==> src/rtl/framer_pkg.sv <==
// Shared types and default byte values for the byte stream framer.
// Used by byte_stream_framer and framer_out_slot.
package framer_pkg;

    typedef enum logic [2:0] {
        IDLE,
        HDR,
        PAYLOAD,
        PAD,
        CSUM
    } framer_state_t;

    localparam logic [7:0] DEF_SOF_BYTE = 8'hA5;
    localparam logic [7:0] DEF_PAD_BYTE = 8'h00;

    // Two's complement of the running sum, so payload + checksum == 0 mod 256.
    function automatic logic [7:0] csum_byte(input logic [7:0] sum);
        return ~sum + 8'd1;
    endfunction

endpackage

==> src/rtl/framer_out_slot.sv <==
// Single-entry registered output stage of the framer: holds one byte with
// its sof/eof marks until the downstream accepts it.
module framer_out_slot (
    input  logic       i_clk,
    input  logic       i_rst_n,
    input  logic       i_load,
    input  logic [7:0] i_load_data,
    input  logic       i_load_sof,
    input  logic       i_load_eof,
    input  logic       i_ready,
    output logic       o_slot_free,
    output logic       o_valid,
    output logic [7:0] o_data,
    output logic       o_sof,
    output logic       o_eof
);

    assign o_slot_free = !o_valid || i_ready;

    always_ff @(posedge i_clk or negedge i_rst_n) begin
        if (!i_rst_n) begin
            o_valid <= 1'b0;
            o_data  <= 8'h00;
            o_sof   <= 1'b0;
            o_eof   <= 1'b0;
        end else if (i_load && o_slot_free) begin
            o_valid <= 1'b1;
            o_data  <= i_load_data;
            o_sof   <= i_load_sof;
            o_eof   <= i_load_eof;
        end else if (i_ready) begin
            // Byte taken with nothing behind it: data is left as-is.
            o_valid <= 1'b0;
            o_sof   <= 1'b0;
            o_eof   <= 1'b0;
        end
    end

endmodule

==> src/rtl/byte_stream_framer.sv <==
// Packs bytes from a FWFT FIFO into header/payload/checksum frames, padding
// stalled frames after an idle timeout. BYTE_STREAM_FRAMER_STATS_EN adds counters.
//
// state   | meaning
// IDLE    | no frame in progress, waiting for the FIFO to go non-empty
// HDR     | loading the SOF header byte
// PAYLOAD | popping FIFO bytes into the frame, timeout armed after first byte
// PAD     | source stalled too long, filling remaining payload with PAD_BYTE
// CSUM    | loading the checksum byte that closes the frame
module byte_stream_framer
    import framer_pkg::*;
#(
    parameter int unsigned PAYLOAD_LEN = 4,
    parameter logic [7:0]  SOF_BYTE    = DEF_SOF_BYTE,
    parameter logic [7:0]  PAD_BYTE    = DEF_PAD_BYTE,
    parameter int          TIMEOUT     = 16,
    parameter int          TO_W        = 8
) (
    input  logic        i_clk,
    input  logic        i_rst_n,
    input  logic        i_rd_empty,
    input  logic [7:0]  i_rd_data,
    output logic        o_read,
    output logic        o_valid,
    output logic [7:0]  o_data,
    output logic        o_sof,
    output logic        o_eof,
    input  logic        i_ready,
    output logic        o_busy
`ifdef BYTE_STREAM_FRAMER_STATS_EN
   ,output logic [15:0] o_frame_cnt,
    output logic [15:0] o_pad_cnt
`endif
);

    localparam logic [7:0]      LEN_LAST = 8'(PAYLOAD_LEN - 1);
    localparam logic [TO_W-1:0] TO_LAST  = TO_W'(TIMEOUT - 1);

    framer_state_t   state_q, state_d;
    logic [7:0]      cnt_q, cnt_d;
    logic [7:0]      sum_q, sum_d;
    logic [TO_W-1:0] to_q, to_d;

    logic            slot_free;
    logic            load;
    logic [7:0]      load_data;
    logic            load_sof;
    logic            load_eof;
    logic            rd;

    framer_out_slot u_out_slot (
        .i_clk       (i_clk),
        .i_rst_n     (i_rst_n),
        .i_load      (load),
        .i_load_data (load_data),
        .i_load_sof  (load_sof),
        .i_load_eof  (load_eof),
        .i_ready     (i_ready),
        .o_slot_free (slot_free),
        .o_valid     (o_valid),
        .o_data      (o_data),
        .o_sof       (o_sof),
        .o_eof       (o_eof)
    );

    always_ff @(posedge i_clk or negedge i_rst_n) begin
        if (!i_rst_n) begin
            state_q <= IDLE;
            cnt_q   <= 8'h00;
            sum_q   <= 8'h00;
            to_q    <= '0;
        end else begin
            state_q <= state_d;
            cnt_q   <= cnt_d;
            sum_q   <= sum_d;
            to_q    <= to_d;
        end
    end

    always_comb begin
        state_d   = state_q;
        cnt_d     = cnt_q;
        sum_d     = sum_q;
        to_d      = to_q;
        load      = 1'b0;
        load_data = 8'h00;
        load_sof  = 1'b0;
        load_eof  = 1'b0;
        rd        = 1'b0;

        case (state_q)
            IDLE: begin
                if (!i_rd_empty) state_d = HDR;
            end
            HDR: begin
                if (slot_free) begin
                    load      = 1'b1;
                    load_data = SOF_BYTE;
                    load_sof  = 1'b1;
                    sum_d     = 8'h00;
                    cnt_d     = 8'h00;
                    to_d      = '0;
                    state_d   = PAYLOAD;
                end
            end
            PAYLOAD: begin
                if (!i_rd_empty) begin
                    // Data present but blocked by backpressure neither pops nor ages the timer.
                    if (slot_free) begin
                        rd        = 1'b1;
                        load      = 1'b1;
                        load_data = i_rd_data;
                        sum_d     = sum_q + i_rd_data;
                        cnt_d     = cnt_q + 8'd1;
                        to_d      = '0;
                        if (cnt_q == LEN_LAST) state_d = CSUM;
                    end
                end else if (TIMEOUT != 0 && cnt_q != 8'h00) begin
                    if (to_q == TO_LAST) begin
                        to_d    = '0;
                        state_d = PAD;
                    end else begin
                        to_d = to_q + 1'b1;
                    end
                end
            end
            PAD: begin
                if (slot_free) begin
                    load      = 1'b1;
                    load_data = PAD_BYTE;
                    sum_d     = sum_q + PAD_BYTE;
                    cnt_d     = cnt_q + 8'd1;
                    if (cnt_q == LEN_LAST) state_d = CSUM;
                end
            end
            CSUM: begin
                if (slot_free) begin
                    load      = 1'b1;
                    load_data = csum_byte(sum_q);
                    load_eof  = 1'b1;
                    state_d   = IDLE;
                end
            end
            default: state_d = IDLE;
        endcase
    end

    assign o_read = rd;
    assign o_busy = (state_q != IDLE);

`ifdef BYTE_STREAM_FRAMER_STATS_EN
    logic [15:0] frame_cnt_q;
    logic [15:0] pad_cnt_q;

    always_ff @(posedge i_clk or negedge i_rst_n) begin
        if (!i_rst_n) begin
            frame_cnt_q <= 16'h0000;
            pad_cnt_q   <= 16'h0000;
        end else begin
            if (o_valid && o_eof && i_ready) frame_cnt_q <= frame_cnt_q + 16'd1;
            if (state_q == PAD && slot_free) pad_cnt_q <= pad_cnt_q + 16'd1;
        end
    end

    assign o_frame_cnt = frame_cnt_q;
    assign o_pad_cnt   = pad_cnt_q;
`endif

endmodule

==> config.mk <==
export PLATFORM = sky130hd
export DESIGN_NAME = byte_stream_framer
export DESIGN_NICKNAME = d
export VERILOG_FILES = /design/src/rtl/framer_pkg.sv /design/src/rtl/framer_out_slot.sv /design/src/rtl/byte_stream_framer.sv
export SDC_FILE = /design/constraint.sdc
export NUM_CORES = 1
export LEC_CHECK = 0
export BUFFER_PORTS_ARGS = -buffer_cell sky130_fd_sc_hd__buf_2
export CAP_MARGIN = 20
export CORE_ASPECT_RATIO = 1.75
export CORE_UTILIZATION = 56
export CTS_CLUSTER_SIZE = 25
export DETAILED_ROUTE_END_ITERATION = 7
export PLACE_DENSITY = 0.76
export REMOVE_ABC_BUFFERS = 1
export SYNTH_ARGS = -nofsm -noshare
export SYNTH_HDL_FRONTEND = slang
export SYNTH_SLANG_ARGS = --single-unit
==> constraint.sdc <==
create_clock -name i_clk -period 2.4 [get_ports i_clk]
set_input_delay 0.36 -clock i_clk [delete_from_list [all_inputs] [get_ports i_clk]]
set_output_delay 0.36 -clock i_clk [all_outputs]
set_load 0.01 [all_outputs]
; Word-level counts from Yosys, hierarchy flattened
; Cells that the tools add are included.
[op_classes]
addsub = 4
n_eq_ne = 13
muxes = 36
bitwise_logic = 1
reduce_logical = 14
[op_table]
columns = cell, n
row1 = $mux 8, 13
row2 = $pmux 8 s3, 2
row3 = $pmux 8 s2, 2
row4 = $add 8x1->8 const B, 3
row5 = $mux 3, 8
row6 = $pmux 3 s5, 1
row7 = $mux 1, 9
row8 = $add 8x8->8, 1
row9 = $eq 8x2->1 const B, 1
row10 = $eq 8x4->1 const B, 1
row11 = $not 8->8, 1
row12 = $reduce_bool 8->1, 1
row13 = $eq 3x2->1 const B, 2
row14 = $ne 2x1->1 const B, 3
row15 = $ne 3x3->1 const B, 2
row16 = $reduce_bool 3->1, 2
row17 = $reduce_and 5->1, 1
row18 = $ne 2x2->1 const B, 2
row19 = $reduce_and 4->1, 1
row20 = $reduce_bool 2->1, 2
row21 = $eq 3x1->1 const B, 1
row22 = $eq 3x3->1 const B, 1
row23 = $logic_not 3->1, 1
row24 = $reduce_and 3->1, 1
row25 = 6 further kinds, 6
[totals]
ff_bits = 38
inputBits = 12
output_inout_bits = 13
elab_cells = 76

; Logic depth before layout (Yosys ltp)
[logic_depth]
depth_word = 7
depth_mapped = 7
mapped_depth_nobuf = 7

; Cells and area by module
; A second synthesis with hierarchy kept.
[hier_totals]
hier_cells = 237
area_unflattened_um2 = 2339.7
[modules_own_cells]
columns = mod, instances, cells_each, area_per_inst_um2
row1 = byte_stream_framer, 1, 211, 1913.1
row2 = framer_out_slot, 1, 26, 426.7

; Least setup slack after synthesis
; OpenSTA, ideal clock, no wires.
[synth_timing]
path_kind = reg2reg
startpoint = reg sum_q[2]
endpoint = reg sum_q[7]
setup_time_ns = 0.087
t_arrival_ns = 1.723
t_required_ns = 2.313
slack_ns = 0.590
stages_incl_launch_ff = 7
path_buffers = 0
synth_period_minus_slack_ns = 1.810
cell_sequence = dfrtp_1 ha_1 a21oi_1 a211oi_1 or3_1 and2_1 o211ai_1
[synth_via]
elab_chain_cells = 4
[synth_lines]
columns = element, line_no
row1 = start: declaration, byte_stream_framer.sv:41  ; logic [7:0] sum_q, sum_d;
row2 = start signal: assignment, byte_stream_framer.sv:75  ; sum_q <= sum_d;
row3 = $add 8x8->8, byte_stream_framer.sv:113  ; sum_d = sum_q + i_rd_data;
row4 = $mux 8, byte_stream_framer.sv:109  ; if (slot_free) begin
row5 = $mux 8, byte_stream_framer.sv:107  ; if (!i_rd_empty) begin
row6 = $pmux 8 s2, byte_stream_framer.sv:91  ; case (state_q)
; Every way passes these cells. The select of a mux whose other input is x is not followed.
; A chain may end at the register's enable or synchronous reset.

; Worst setup path in the final report
[layout_timing]
startpoint = reg state_q[2]
endpoint = out o_read
[layout_via]
elab_chain_cells = 2
[layout_lines]
columns = element, line_no
row1 = start: declaration, byte_stream_framer.sv:39  ; framer_state_t state_q, state_d;
row2 = start signal: assignment, byte_stream_framer.sv:73  ; state_q <= state_d;
row3 = $eq 3x2->1, byte_stream_framer.sv:91
row4 = $mux 1, byte_stream_framer.sv:91
row5 = end: declaration, byte_stream_framer.sv:23  ; output logic o_read,
; Every way passes these cells.

==> results.toml <==
[die]
die_area_um2 = 4580
core_um2 = 4110
die_x_um = 51.6
rows = 31
die_h_um = 88.8
start_util_pct = 58.6
pin_count = 25

[worst_setup_path]
r2r_end = "to_q[7]"
required_ns = 2.04
path_max_fanout = 11
r2r_slack_ns = 0.31
critical_path.cell_chain = "or3b_4 -> nor3_4 -> buf_2"
end_kind = "output port"
critical_path_class = "reg2out"
cp-startpoint = "state_q[2]"
crit_arrival_ns = 1.93
slowest_delay_ns = 0.52
start_kind = "flop"
cpMaxStageDelayCell = "dfrtp_1"
r2r_cells = 5
reg2reg_from = "state_q[2]"

[clocking]
postCtsSetupBuffers = 0
clkSlewWorstSetupHoldPaths_ns = 0.08
cts_resized = 0
clock-sinks = 38
cts_tree = "done"
clock_path_buffers = 2
clockRootBuffer = "clkbuf_8"
clock_latency_ns = 0.30
cts_buffers = 5
ctsHoldBuffers = 0
htree_levels = 2

[logic_synthesis]
synth-xor-area-share_pct = 5.09
synth.avg_cell_area_um2 = 9.48
synth_cells = 254
synth_compound_area_share_pct = 20.7
synth_top_family_by_area = "simple AND/OR/NAND/NOR gates"
yosys.area_share.simple_pct = 23.2
ys_async_sr_fraction_pct = 100
synth_edf_count = 0
synthMuxAreaShare_pct = 0.831
yosys_most_used_dff = "dfrtp_1"
yosys_warnings = 0
ys_seq_area_share_pct = 39.5
syn_area_um2 = 2410
synthAdderAreaFrac_pct = 6.55
synth_cell_types = 60
ys_seq_elements = 38

[global_routing]
overflow = 0
grt_max_degree = 39
antenna_found_initial = 0
grt_pass1_vias = 2032
grt_pass1_wl_mm = 8.73
track_usage_pct = 26.0

[pwr]
irDropWorstVdd_v = 0.000719
p_clk_share_pct = 18.1
power_frac_comb_pct = 42.3
switching_power_mw = 1.04
pwr-share-seq_pct = 39.6
p_leak_nw = 1.30
power.internal_mw = 1.53
p_per_area_nw_per_um2 = 962
switching_share_pct = 40.5

[placed_design]
place_ws_ns = 0.329
port_buffers = 24
hpwl_mm = 4.05
place_congestion = 0.860

[cells_and_area]
diodes = 0
area_growth_pct = 11.3
post-route-util_pct = 65.2
nets = 308
drive_gt1_share_pct = 17.5
fill_cells = 365

[sta]
max-slew-margin-rel_pct = 42.6
hold_viol = 0
slew_violations = 0
setup_slack_ns = 0.110
max_freq_ghz = 0.437
final.setup_skew_ns = 0.00687
finalSetupTns_ns = 0
min_period_ns = 2.29
tightest_slew_ns = 0.861
fin_crit_sh_pct = 95.4
finalSetupViolations = 0
rsz0062_at_grt = "no"

[detailed_routing]
dr.pass1.iters = 4
drc_errors = 0
wirelength_mm = 5.48
antenna_left = 0
routedWlPerCell_um = 16.4
num_vias = 2076
routed_via_density = 6.22
drtIter0Drc = 61

[outcome]
status = "completed"

[flow_run]
drv_cap = 0

[worst_hold_path]
hp-class = "in2async"
## through the flow
| stage | instances | hold slack [ns] | instance area [um2] | total power [mW] |
|---|---|---|---|---|
| after floorplan | 245 | 0.0644 | 2340 | 1.79 |
| after global placement | 326 | 0.456 | 2590 | 2.09 |
| after detailed placement | 326 | 0.458 | 2590 | 2.12 |
| after CTS | 334 | 0.202 | 2680 | 2.59 |
| after global routing | 334 | 0.247 | 2680 | 2.77 |
| final | 334 | 0.177 | 2680 | 2.58 |
## synth_stat cells, types with 4 or more instances
master,instances,area share (%)
a21o_1,6,1.9
a21oi_1,10,2.1
a22o_1,5,1.8
and2_1,4,1.0
dfrtp_1,38,39
ha_1,11,5.7
inv_1,8,1.2
nand2_1,31,4.8
nand2b_1,4,1.0
nand3_1,10,2.1
nand4_1,5,1.3
nor2_1,16,2.5
nor2b_1,7,1.8
nor3_1,4,0.83
o211ai_1,5,1.6
o21ai_0,12,2.5
xnor2_1,5,1.8
xor2_1,9,3.3
## how the worst max path moves through the flow
stage / endpoint / slack, ns / cells past startpoint
after floorplan: to_q[7] / 0.47 / 5
after detailed placement: to_q[7] / 0.33 / 5
after global routing: o_read / 0.06 / 3
after global placement: sum_q[6] / 0.43 / 8
after CTS: o_read / 0.12 / 3
final: o_read / 0.11 / 3
## state kept, by name, indices dropped and copies added (netlist names)
register and cells:
u_out_slot.o_data 8, cnt_q 8, u_out_slot.o_valid 1, u_out_slot.o_sof 1, state_q 3, to_q 8, u_out_slot.o_eof 1, sum_q 8
## worst max-delay path, delay by kind of cell (launching register included)
kind,cells,cell delay (ns)
DFF,1,0.52
buffers and inverters,1,0.22
and+or+nand+nor,2,0.90
## area by class of cell
| cell class | count | area [um2] | share of cell area [%] |
|---|---|---|---|
| Multi-Input combinational cell | 197 | 1360 | 50.6 |
| Sequential cell | 38 | 951 | 35.5 |
| Timing Repair Buffer | 32 | 180 | 6.72 |
| Clock buffer | 6 | 82.6 | 3.08 |
| Tap cell | 49 | 61.3 | 2.29 |
| Inverter | 10 | 37.5 | 1.40 |
| Clock inverter | 2 | 12.5 | 0.467 |
## placed cells by master (no fill, tap or decap), types with 2 or more instances in the layout
cell      instances
a21o_1            6
a21oi_1          10
a221oi_1          3
a222oi_1          3
a22o_1            5
a22oi_1           2
a32o_1            2
a41oi_1           2
and2_1            4
and3_1            3
and3b_1           2
buf_2            24
buf_4             8
clkbuf_8          6
dfrtp_1          38
ha_1             11
inv_1             8
mux2i_1           2
nand2_1          31
nand2b_1          4
nand3_1          10
nand4_1           5
nor2_1           16
nor2b_1           7
nor3_1            4
nor3b_1           2
o211ai_1          5
o21ai_0          12
o221ai_1          2
o31ai_1           2
o41ai_1           2
or3_1             3
or4_1             2
xnor2_1           5
xor2_1            9
## cell families (layout without fill, tap and decap cells)
family / after synthesis / count (layout)
buffers and inverters: 19 / 50
adders and majority gates: 12 / 12
DFF: 38 / 38
and+or+nand+nor: 103 / 103
xor gates and xnor gates: 14 / 14
muxes: 2 / 2
AOI/OAI and AO/OA: 66 / 66
## power groups by stage
| stage | clock, mW | sequential, mW | combinational [mW] |
|---|---|---|---|
| 6_report | 0.467 | 1.02 | 1.09 |
| 5_1_grt | 0.498 | 1.05 | 1.23 |
| 4_1_cts | 0.477 | 1.02 | 1.10 |
| 3_5_place_dp | 0 | 1.03 | 1.09 |
| 3_3_place_gp | 0 | 1.02 | 1.07 |
| 2_1_floorplan | 0 | 0.999 | 0.794 |
## per-layer routing
layer  up-vias  track usage [%]  wire length (um)
met5         -                0                 0
li1        995                -                 -
met2        45             50.2              3090
met3        13             3.61               127
met1      1023             25.8              2110
met4         0             13.3               153
(Power assumes the default switching activity.)
